`src/rtl/ripple_count_capture.sv`:
```
// ---------------------------------------------------------------------------
// ripple_count_capture
//
// Brings the raw bits of a ripple counter (clocked asynchronously to clk)
// into the clk domain, waits until the value has stopped rippling, captures
// it on request and reports how far the counter has moved since the last
// accepted capture. Results leave over a valid/ready handshake.
//
// Parameters
//   W           width of the monitored counter
//   STABLE_CYC  equal synchronized samples needed before a value is trusted (>=1)
//   TIMEOUT     cycles allowed in SETTLE before giving up (> STABLE_CYC+2)
//   DOWN        0: monitored counter counts up, 1: it counts down
//
// Ports
//   clk           clock
//   rst           synchronous active-high reset
//   cnt_in        raw ripple counter bits, asynchronous to clk
//   sample_en     capture request, level-sensitive, looked at only in IDLE
//   out_valid     result available; held until accepted
//   out_ready     downstream accepts the result
//   out_count     settled counter value
//   out_delta     counts elapsed since the previous accepted capture, mod 2^W
//   wrap          counter passed its terminal value since the previous capture
//   err_unstable  one-cycle pulse when SETTLE times out
//   wrap_total    (RIPPLE_CAPTURE_STATS_EN only) saturating count of accepted
//                 results that had wrap set
//
// Build option
//   `define RIPPLE_CAPTURE_STATS_EN to add the wrap_total output and its
//   counter. Without it the port does not exist.
// ---------------------------------------------------------------------------
module ripple_count_capture #(
    parameter int W          = 3,
    parameter int STABLE_CYC = 2,
    parameter int TIMEOUT    = 16,
    parameter int DOWN       = 0
) (
    input  logic         clk,
    input  logic         rst,
    input  logic [W-1:0] cnt_in,
    input  logic         sample_en,
    output logic         out_valid,
    input  logic         out_ready,
    output logic [W-1:0] out_count,
    output logic [W-1:0] out_delta,
    output logic         wrap,
    output logic         err_unstable
`ifdef RIPPLE_CAPTURE_STATS_EN
    ,
    output logic [15:0]  wrap_total
`endif
);

    localparam int SW = $clog2(STABLE_CYC + 1);
    localparam int TW = $clog2(TIMEOUT);

    typedef enum logic [1:0] {
        IDLE   = 2'd0,
        SETTLE = 2'd1,
        HOLD   = 2'd2
    } state_t;

    state_t        state;
    logic [W-1:0]  s1;
    logic [W-1:0]  s2;
    logic [W-1:0]  s2_prev;
    logic [SW-1:0] stable_cnt;
    logic          stable;
    logic [TW-1:0] tmo_cnt;
    logic [W-1:0]  last;
    logic [W-1:0]  delta_next;
    logic          wrap_next;

    // -----------------------------------------------------------------------
    // Two-flop synchronizer plus one history stage for the stability filter.
    // Each bit of a ripple counter changes at a different moment, so s2 may
    // briefly hold a value the counter never had; the filter below rejects it.
    // -----------------------------------------------------------------------
    // NOTE: clocked state is always assigned with <= so every register
    // samples the pre-edge value of the others, giving a real shift chain.
    always_ff @(posedge clk) begin
        if (rst) begin
            s1      <= '0;
            s2      <= '0;
            s2_prev <= '0;
        end else begin
            s1      <= cnt_in;
            s2      <= s1;
            s2_prev <= s2;
        end
    end

    // Stability filter: count consecutive equal samples, saturating once the
    // value is trusted. Runs in every FSM state so SETTLE can exit at once if
    // the counter has been quiet for a while.
    always_ff @(posedge clk) begin
        if (rst) begin
            stable_cnt <= '0;
        end else if (s2 == s2_prev) begin
            if (!stable) begin
                stable_cnt <= stable_cnt + SW'(1);
            end
        end else begin
            stable_cnt <= '0;
        end
    end

    assign stable = (stable_cnt == SW'(STABLE_CYC));

    // Modular delta and wrap detection against the last accepted value. The
    // W-bit subtraction wraps naturally, which is exactly mod 2^W.
    // NOTE: every signal written here gets a default first, so no path can
    // leave it unassigned and no latch is inferred.
    always_comb begin
        delta_next = s2 - last;
        wrap_next  = (s2 < last);
        if (DOWN != 0) begin
            delta_next = last - s2;
            wrap_next  = (s2 > last);
        end
    end

    // -----------------------------------------------------------------------
    // Control FSM with registered outputs.
    // IDLE   : wait for sample_en.
    // SETTLE : wait for a trusted value, or give up after TIMEOUT cycles.
    // HOLD   : present the result until the consumer takes it.
    // -----------------------------------------------------------------------
    // NOTE: every register, including the capture history in last, has a
    // reset value so the first delta after reset is measured from zero.
    always_ff @(posedge clk) begin
        if (rst) begin
            state        <= IDLE;
            tmo_cnt      <= '0;
            last         <= '0;
            out_valid    <= 1'b0;
            out_count    <= '0;
            out_delta    <= '0;
            wrap         <= 1'b0;
            err_unstable <= 1'b0;
        end else begin
            err_unstable <= 1'b0;
            case (state)
                IDLE: begin
                    if (sample_en) begin
                        tmo_cnt <= '0;
                        state   <= SETTLE;
                    end
                end

                SETTLE: begin
                    tmo_cnt <= tmo_cnt + TW'(1);
                    if (stable) begin
                        out_count <= s2;
                        out_delta <= delta_next;
                        wrap      <= wrap_next;
                        out_valid <= 1'b1;
                        state     <= HOLD;
                    end else if (tmo_cnt == TW'(TIMEOUT - 1)) begin
                        // Still rippling: drop the request, keep last as is.
                        err_unstable <= 1'b1;
                        state        <= IDLE;
                    end
                end

                HOLD: begin
                    // Result data stays frozen until the handshake; only an
                    // accepted capture becomes the reference for the next one.
                    if (out_ready) begin
                        last      <= out_count;
                        out_valid <= 1'b0;
                        state     <= IDLE;
                    end
                end

                default: begin
                    state <= IDLE;
                end
            endcase
        end
    end

`ifdef RIPPLE_CAPTURE_STATS_EN
    // Saturating count of accepted results that reported a wrap.
    always_ff @(posedge clk) begin
        if (rst) begin
            wrap_total <= '0;
        end else if (out_valid && out_ready && wrap && (wrap_total != 16'hFFFF)) begin
            wrap_total <= wrap_total + 16'd1;
        end
    end
`endif

    // Handshake contract: a pending result neither disappears nor changes
    // until it is accepted, and a timeout reports as a single-cycle pulse.
    a_hold_stable: assert property (
        @(posedge clk) disable iff (rst)
        (out_valid && !out_ready) |=>
            (out_valid && $stable(out_count) && $stable(out_delta) && $stable(wrap))
    );

    a_err_pulse: assert property (
        @(posedge clk) disable iff (rst)
        err_unstable |=> !err_unstable
    );

endmodule

```
`config.mk`:
```
export PLATFORM = sky130hd
export DESIGN_NAME = ripple_count_capture
export DESIGN_NICKNAME = d
export VERILOG_FILES = /design/src/rtl/ripple_count_capture.sv
export SDC_FILE = /design/constraint.sdc
export NUM_CORES = 1
export LEC_CHECK = 0
export CAP_MARGIN = 40
export CELL_PAD_IN_SITES_DETAIL_PLACEMENT = 0
export CELL_PAD_IN_SITES_GLOBAL_PLACEMENT = 1
export CORE_ASPECT_RATIO = 0.9
export CORE_MARGIN = 1
export CORE_UTILIZATION = 40
export CTS_CLUSTER_DIAMETER = 200
export CTS_CLUSTER_SIZE = 28
export DETAILED_ROUTE_END_ITERATION = 6
export PLACE_DENSITY_LB_ADDON = 0.1
export SYNTH_ARGS = -nofsm -noshare
export SYNTH_HDL_FRONTEND = slang
export SYNTH_SLANG_ARGS = --single-unit
export TNS_END_PERCENT = 5
```
`constraint.sdc`:
```
create_clock -name clk -period 3.05 [get_ports clk]
set_clock_uncertainty 0.15 [all_clocks]
set_input_delay 0.61 -clock clk [delete_from_list [all_inputs] [get_ports clk]]
set_output_delay 0.61 -clock clk [all_outputs]
set_load 0.03 [all_outputs]
```
==> results of run 1 <==
==> cell usage after synthesis, drive strengths merged <==
cell / number
nand3: 3
a2bb2oi: 1
dfxtp: 29
o21bai: 1
o21ai: 1
xnor2: 4
o32a: 1
nor2b: 8
a31oi: 2
xor2: 1
inv: 7
a32oi: 1
ha: 5
nor4: 1
a211oi: 2
or3: 2
and3b: 1
nor2: 13
nand4: 1
a21oi: 9
fa: 1
buf: 7
nor3: 2
nand3b: 2
nor3b: 1
nand2: 12
a32o: 1
mux2i: 4
nand2b: 2
==> worst paths after layout <==
check | to | depth (start not counted) | slack (ns)
worst min register to register | s2[1] | 1 | 0.29
worst max register to register | out_delta[2] | 6 | 1.39
worst min-delay path | s2[1] | 1 | 0.29
worst max-delay path | out_valid | 1 | 0.91
==> state kept, by name, summed over array words and instances (netlist names) <==
| register | cells |
|---|---|
| s2_prev | 3 |
| err_unstable | 1 |
| out_valid | 1 |
| tmo_cnt | 4 |
| wrap | 1 |
| out_count | 3 |
| last | 3 |
| stable_cnt | 2 |
| s2 | 3 |
| s1 | 3 |
| state | 2 |
| out_delta | 3 |
==> logic make-up (layout without fill, tap and decap cells) <==
kind of cell	count (synthesis)	count (layout)	share of synthesized area, %
adder cells (fa/ha/maj)	6	6	6.93
AND/OR/NAND/NOR	48	48	20.8
AO/OA/AOI/OAI	19	19	10.6
XOR/XNOR	5	5	3.68
flip-flops	29	29	48.7
multiplexers	4	4	3.36
buffers and inverters	14	32	5.88
==> per-layer routing <==
| metal | vias to the layer above | track usage (%) |
|---|---|---|
| met4 | 0 | 8.14 |
| met2 | 15 | 26.6 |
| met5 | - | 0 |
| met3 | 4 | 7.93 |
| li1 | 452 | - |
| met1 | 390 | 20.3 |
==> power groups by stage <==
stage	Sequential, W	Combinational [W]	Clock [W]
finish	0.000406	0.0000680	0.000214
global placement	0.000413	0.0000667	0
CTS	0.000406	0.0000691	0.000227
floorplan	0.000414	0.0000465	0
detailed placement	0.000414	0.0000680	0
global route	0.000408	0.0000783	0.000247
==> layout make-up <==
type | count | share of cell area, %
clock buffer | 8 | 3.46
inverter | 7 | 1.86
multi-input combinational | 82 | 38.3
sequential | 29 | 41.1
tap | 40 | 3.55
timing repair buffer | 17 | 11.7
==> through the flow <==
step | instance area [um^2] | instances
4_1_cts | 1410 | 183
5_1_grt | 1410 | 183
3_5_place_dp | 1360 | 175
6_report | 1410 | 183
2_1_floorplan | 1190 | 125
3_3_place_gp | 1360 | 175
==> flow_summary.json, run 1 <==
{
  "status": "finished, final reports clean",
  "internal-power_w": 0.000517,
  "synth_seq_area_share_pct": 48.7,
  "ir_drop_uv": 315,
  "cts_tree": "yes",
  "fmax_mhz": 467,
  "worstPathMaxFanout": 3,
  "pwr-share-seq_pct": 59.0,
  "grt_start_max_net_pins": 15,
  "wl_met2_um": 989,
  "die_w_um": 59.5,
  "first_global_vias": 798,
  "start_util_pct": 42.7,
  "cts.sinks": 29,
  "hold_slack_ns": 0.292,
  "place_congestion": 0.807,
  "antenna_cells": 0,
  "wl_met1_mm": 1.06,
  "die_height_um": 53.8,
  "synth_area_um2": 1190,
  "hold_viol_final": 0,
  "post_drt_wl_per_cell_um": 11.9,
  "maxSlewHeadroom_pct": 65.0,
  "hpwl_mm": 1.52,
  "synth_nets": 138,
  "drive_above_1_share_pct": 6.99,
  "holdCritPathClass": "flip-flop to flip-flop",
  "hold_buffers": 0,
  "top_layer": "met4",
  "ctsResizeCount": 0,
  "rsz0062_at_grt": "false",
  "switching_share_pct": 24.8,
  "gr-total-overflow": 0,
  "root_buffer": "clkbuf_4",
  "cp.required_ns": 2.29,
  "dr_total_vias": 861,
  "power_density_nw_per_um2": 487,
  "p_clk_share_pct": 31.1,
  "mostFrequentLayoutCell": "dfxtp_1",
  "ios": 16,
  "cts_max_level": 2,
  "post-cts-setup-buffers": 0,
  "cts.path.max_buffers": 2,
  "layout_setup_ws_ns": 0.910,
  "rows": 18,
  "crit_type": "flip-flop to output port",
  "nets": 155,
  "clk_pin_slew_ns": 0.08,
  "cp_data_arrival_time_ns": 1.38,
  "setup_viol": 0,
  "vias_per_cell": 4.70,
  "comb_power_share_pct": 9.9,
  "avgSynthCellArea_um2": 9.53,
  "die_area_um2": 3200,
  "total_power_w": 0.000688,
  "startpoint": "out_valid",
  "endpoint_kind": "output port",
  "leakage_nw": 0.525,
  "drt-initial-drc-count": 21,
  "fin_util_pct": 50.5,
  "cp_num_buf_inv": 1,
  "wl_met3_um": 93,
  "slew_violations": 0,
  "grt_util_all_layers_pct": 17.2,
  "synth_cell_type_count": 35,
  "min-delay-start": "s1[1]",
  "fin_crit_sh_pct": 70.2,
  "critical_path.top_delay_family": "buffers and inverters",
  "grt_pass1_wl_mm": 3.73,
  "worst_setup_path_start_kind": "flip-flop",
  "worst_pin_slew_ns": 0.524,
  "ant_nets": 0,
  "post-route-min-period_ns": 2.14,
  "max_stage_delay_ns": 0.68,
  "firstDrtPassIters": 6,
  "cp_slowest_cell": "clkdlybuf4s50_1",
  "place_ws_ns": 0.995,
  "clk_latency_ns": 0.32,
  "yosys.area.top_type": "dfxtp_1",
  "r2r-start": "s2[0]",
  "netlist_instances": 125,
  "multiInputGateArea_um2": 541,
  "ys_ff_latch": 29,
  "synth_area_leaders": "dfxtp_1 49%, ha_1 5.3%, nor2b_1 4.2%",
  "cp_cell_sequence": "clkdlybuf4s50_1",
  "mostFrequentLayoutCells": "29 x dfxtp_1, 15 x clkdlybuf4s50_1, 13 x nor2_1",
  "synth_top_area_share_pct": 48.7,
  "antenna_found_initial": 0,
  "drcViolationCount": 0,
  "tns_ns": 0,
  "ys.warnings.count": 0,
  "cts_buffers": 5,
  "maxCapViolCount": 0,
  "syn_to_final_growth_pct": 18.5,
  "p_switching_w": 0.000170,
  "core_um2": 2790,
  "nFillCells": 304,
  "io_buffers": 15,
  "regArea_um2": 581,
  "wl_mm": 2.18
}
(Power assumes the default switching activity.)
==> run 2, diff against run 1 <==
==> constraint.sdc (replaced) <==
create_clock -name clk -period 2.1 [get_ports clk]
set_clock_uncertainty 0.15 [all_clocks]
set_input_delay 0.42 -clock clk [delete_from_list [all_inputs] [get_ports clk]]
set_output_delay 0.42 -clock clk [all_outputs]
set_load 0.03 [all_outputs]
==> flow_summary.json, run 2 (synthesis gave the netlist of run 1 again) <==
{
  "status": "finished, final reports clean",
  "first_global_vias": 787,
  "root_buffer": "clkbuf_4",
  "p_switching_w": 0.000250,
  "drcViolationCount": 0,
  "drt-initial-drc-count": 37,
  "pwr-share-seq_pct": 57.4,
  "ios": 16,
  "rows": 18,
  "clk_latency_ns": 0.32,
  "cts_tree": "yes",
  "rsz0062_at_grt": "false",
  "maxSlewHeadroom_pct": 64.3,
  "cts.sinks": 29,
  "syn_to_final_growth_pct": 19.0,
  "grt_util_all_layers_pct": 16.4,
  "post-cts-setup-buffers": 0,
  "io_buffers": 15,
  "leakage_nw": 0.529,
  "tns_ns": 0,
  "cts_max_level": 2,
  "grt_pass1_wl_mm": 3.65,
  "grt_start_max_net_pins": 16,
  "setup_viol": 0,
  "regArea_um2": 581,
  "crit_type": "flip-flop to output port",
  "mostFrequentLayoutCell": "dfxtp_1",
  "slew_violations": 0,
  "cp_slowest_cell": "clkdlybuf4s50_1",
  "hold_buffers": 0,
  "ctsResizeCount": 0,
  "start_util_pct": 42.7,
  "switching_share_pct": 24.4,
  "cp_cell_sequence": "clkdlybuf4s50_1",
  "antenna_found_initial": 0,
  "place_ws_ns": 0.443,
  "die_w_um": 59.5,
  "endpoint_kind": "output port",
  "maxCapViolCount": 0,
  "cts_buffers": 5,
  "cts.path.max_buffers": 2,
  "fin_util_pct": 50.8,
  "mostFrequentLayoutCells": "29 x dfxtp_1, 15 x clkdlybuf4s50_1, 13 x nor2_1",
  "max_flop_register": "tmo_cnt",
  "clk_pin_slew_ns": 0.08,
  "hold_viol_final": 0,
  "place_congestion": 0.757,
  "firstDrtPassIters": 5,
  "internal-power_w": 0.000776,
  "holdCritPathClass": "flip-flop to flip-flop",
  "layout_setup_ws_ns": 0.168,
  "nFillCells": 284,
  "ant_nets": 0,
  "cp_num_buf_inv": 1,
  "worstPathMaxFanout": 3,
  "fin_crit_sh_pct": 92.0,
  "wl_mm": 2.17,
  "ir_drop_uv": 361,
  "total_power_w": 0.00103,
  "max_stage_delay_ns": 0.68,
  "multiInputGateArea_um2": 541,
  "die_area_um2": 3200,
  "drive_above_1_share_pct": 7.75,
  "post-route-min-period_ns": 1.93,
  "largest_register_ffs": 4,
  "comb_power_share_pct": 9.6,
  "critical_path.top_delay_family": "buffers and inverters",
  "hpwl_mm": 1.54,
  "antenna_cells": 0,
  "die_height_um": 53.8,
  "cp.required_ns": 1.53,
  "gr-total-overflow": 0,
  "vias_per_cell": 4.73,
  "power_density_nw_per_um2": 724,
  "worst_setup_path_start_kind": "flip-flop",
  "dr_total_vias": 860,
  "post_drt_wl_per_cell_um": 11.9,
  "fmax_mhz": 517,
  "p_clk_share_pct": 33.0,
  "cp_data_arrival_time_ns": 1.36,
  "core_um2": 2790,
  "worst_pin_slew_ns": 0.535,
  "nets": 155
}
==> run 2: changes by cell type in the layout (fill, tap and decap cells not counted) <==
cell,change
clkbuf_1,-2
clkbuf_8,+1
==> run 2: metrics by stage <==
| stage | instance area, um^2 | hold WS, ns | cells |
|---|---|---|---|
| after floorplan | 1190 | 0.264 | 125 |
| after global placement | 1360 | 0.272 | 175 |
| after detailed placement | 1360 | 0.274 | 175 |
| after CTS | 1420 | 0.294 | 182 |
| after global routing | 1420 | 0.304 | 182 |
| final | 1420 | 0.297 | 182 |
==> run 2: area by class of cell <==
class / instances / share of cell area [%]
sequential: 29 / 41.0
tap: 40 / 3.53
clock buffer: 7 / 3.88
timing repair buffer: 17 / 11.7
multi-input combinational: 82 / 38.1
inverter: 7 / 1.85
==> run 2: routing by layer <==
layer | vias up | wire length, um | GRT usage [%]
li1 | 451 | - | -
met1 | 390 | 1100 | 19.8
met2 | 19 | 963 | 25.5
met3 | 0 | 102 | 7.21
met4 | 0 | 0 | 6.98
met5 | - | 0 | 0
==> run 2: worst paths after layout <==
check	startpoint	endpoint	slack [ns]	cells after the start
max reg2reg	stable_cnt[0]	wrap	0.44	4
min reg2reg	s1[0]	s2[0]	0.30	1
min	s1[0]	s2[0]	0.30	1
max	out_count[0]	out_count[0]	0.17	1
==> run 2: power groups by stage <==
stage,logic (W),clock network (W),registers [W]
6_report,0.0000987,0.000338,0.000589
2_1_floorplan,0.0000675,0,0.000601
5_1_grt,0.000112,0.000385,0.000592
3_3_place_gp,0.0000976,0,0.000601
3_5_place_dp,0.0000996,0,0.000601
4_1_cts,0.000100,0.000356,0.000588
==> run 3, diff against run 2 <==
--- a/config.mk
+++ b/config.mk
@@ -10,7 +10,7 @@
 export CELL_PAD_IN_SITES_GLOBAL_PLACEMENT = 1
 export CORE_ASPECT_RATIO = 0.9
 export CORE_MARGIN = 1
-export CORE_UTILIZATION = 40
+export CORE_UTILIZATION = 38
 export CTS_CLUSTER_DIAMETER = 200
 export CTS_CLUSTER_SIZE = 28
 export DETAILED_ROUTE_END_ITERATION = 6
==> flow_summary.json, run 3 (synthesis gave the netlist of run 1 again) <==
{
  "hold_slack_ns": 0.295,
  "cts_max_level": 2,
  "antenna_cells": 0,
  "cp_cell_sequence": "clkdlybuf4s50_1",
  "io_buffers": 15,
  "gr-total-overflow": 0,
  "leakage_nw": 0.525,
  "crit_cells": 1,
  "max_stage_delay_ns": 0.68,
  "setup_viol": 0,
  "max_flop_register": "tmo_cnt",
  "post-cts-setup-buffers": 0,
  "maxCapViolCount": 0,
  "drt-initial-drc-count": 22,
  "cp.required_ns": 1.53,
  "syn_to_final_growth_pct": 18.5,
  "holdCritPathClass": "flip-flop to flip-flop",
  "antenna_found_initial": 0,
  "fmax_mhz": 513,
  "worstPathMaxFanout": 3,
  "tns_ns": 0,
  "clk_latency_ns": 0.32,
  "ctsResizeCount": 0,
  "start_util_pct": 41.6,
  "grt_pass1_wl_mm": 3.57,
  "post_drt_wl_per_cell_um": 11.4,
  "hold_buffers": 0,
  "cp_slowest_cell": "clkdlybuf4s50_1",
  "status": "finished, final reports clean",
  "cp_data_arrival_time_ns": 1.38,
  "grt_start_max_net_pins": 17,
  "rsz0062_at_grt": "false",
  "p_switching_w": 0.000242,
  "die_height_um": 55.1,
  "reg2reg_slack_ns": 0.48,
  "rows": 18,
  "ios": 16,
  "wl_mm": 2.08,
  "critical_path.top_delay_family": "buffers and inverters",
  "first_global_vias": 830,
  "pwr-share-seq_pct": 59.2,
  "worst_pin_slew_ns": 0.527,
  "drcViolationCount": 0,
  "timing.rr.end": "out_delta[2]",
  "fin_util_pct": 49.3,
  "worst_setup_path_start_kind": "flip-flop",
  "maxSlewHeadroom_pct": 64.8,
  "place_congestion": 0.793,
  "cts.path.max_buffers": 2,
  "post-route-min-period_ns": 1.95,
  "layout_setup_ws_ns": 0.152,
  "comb_power_share_pct": 9.8,
  "r2r-start": "s2[0]",
  "clk_pin_slew_ns": 0.08,
  "dr_total_vias": 878,
  "slew_violations": 0,
  "internal-power_w": 0.000751,
  "hpwl_mm": 1.49,
  "core_um2": 2860,
  "crit_type": "flip-flop to output port",
  "die_area_um2": 3360,
  "endpoint_kind": "output port",
  "largest_register_ffs": 4,
  "startpoint": "out_count[0]",
  "mostFrequentLayoutCell": "dfxtp_1",
  "switching_share_pct": 24.4,
  "hold_viol_final": 0,
  "nets": 155,
  "cts.sinks": 29,
  "die_w_um": 61.0,
  "cts_buffers": 5,
  "total_power_w": 0.000993,
  "ff2ff_path_depth": 6,
  "power_density_nw_per_um2": 704,
  "cts_tree": "yes",
  "ir_drop_uv": 290,
  "drive_above_1_share_pct": 6.99,
  "fin_crit_sh_pct": 92.8,
  "firstDrtPassIters": 3,
  "ant_nets": 0,
  "grt_util_all_layers_pct": 15.6,
  "vias_per_cell": 4.80,
  "cp_num_buf_inv": 1,
  "mostFrequentLayoutCells": "29 x dfxtp_1, 15 x clkdlybuf4s50_1, 13 x nor2_1",
  "critPathCapture": "out_count[0]",
  "place_ws_ns": 0.319,
  "p_clk_share_pct": 30.9,
  "root_buffer": "clkbuf_4"
}
==> run 3: changes by cell type in the layout (fill, tap and decap cells not counted) <==
cell	before	now
clkbuf_1	1	3
clkbuf_8	1	0
==> run 3: power by group through the flow <==
stage / Combinational, W / Sequential, W / Clock [W]
3_5_place_dp: 0.0000990 / 0.000601 / 0
2_1_floorplan: 0.0000675 / 0.000601 / 0
4_1_cts: 0.0000999 / 0.000588 / 0.000327
5_1_grt: 0.000111 / 0.000592 / 0.000353
6_report: 0.0000977 / 0.000588 / 0.000307
3_3_place_gp: 0.0000967 / 0.000600 / 0
==> run 3: area by class of cell <==
cell class	instances	area (um^2)
fillers	306	1450
flip-flops and latches	29	581
multi-input cells	82	541
repair buffers	17	165
well taps	40	50.0
clock buffers	8	48.8
inverters	7	26.3
==> run 3: metrics by stage <==
| stage | area, um^2 | instances |
|---|---|---|
| finish | 1410 | 183 |
| global route | 1410 | 183 |
| CTS | 1410 | 183 |
| detailed placement | 1360 | 175 |
| global placement | 1360 | 175 |
| floorplan | 1190 | 125 |
==> run 3: per-layer routing <==
metal	GRT usage, %	wire (um)
met1	18.2	1040
met2	24.4	922
met3	6.28	85
met4	9.09	29
met5	0	0
==> run 3: worst min path at each step <==
stage / to / start / cells after the start
finish: s2[2] / s1[2] / 1
global placement: s2[0] / s1[0] / 1
detailed placement: s2[0] / s1[0] / 1
global route: s2[0] / s1[0] / 1
floorplan: s2[0] / s1[0] / 1
CTS: s2[0] / s1[0] / 1
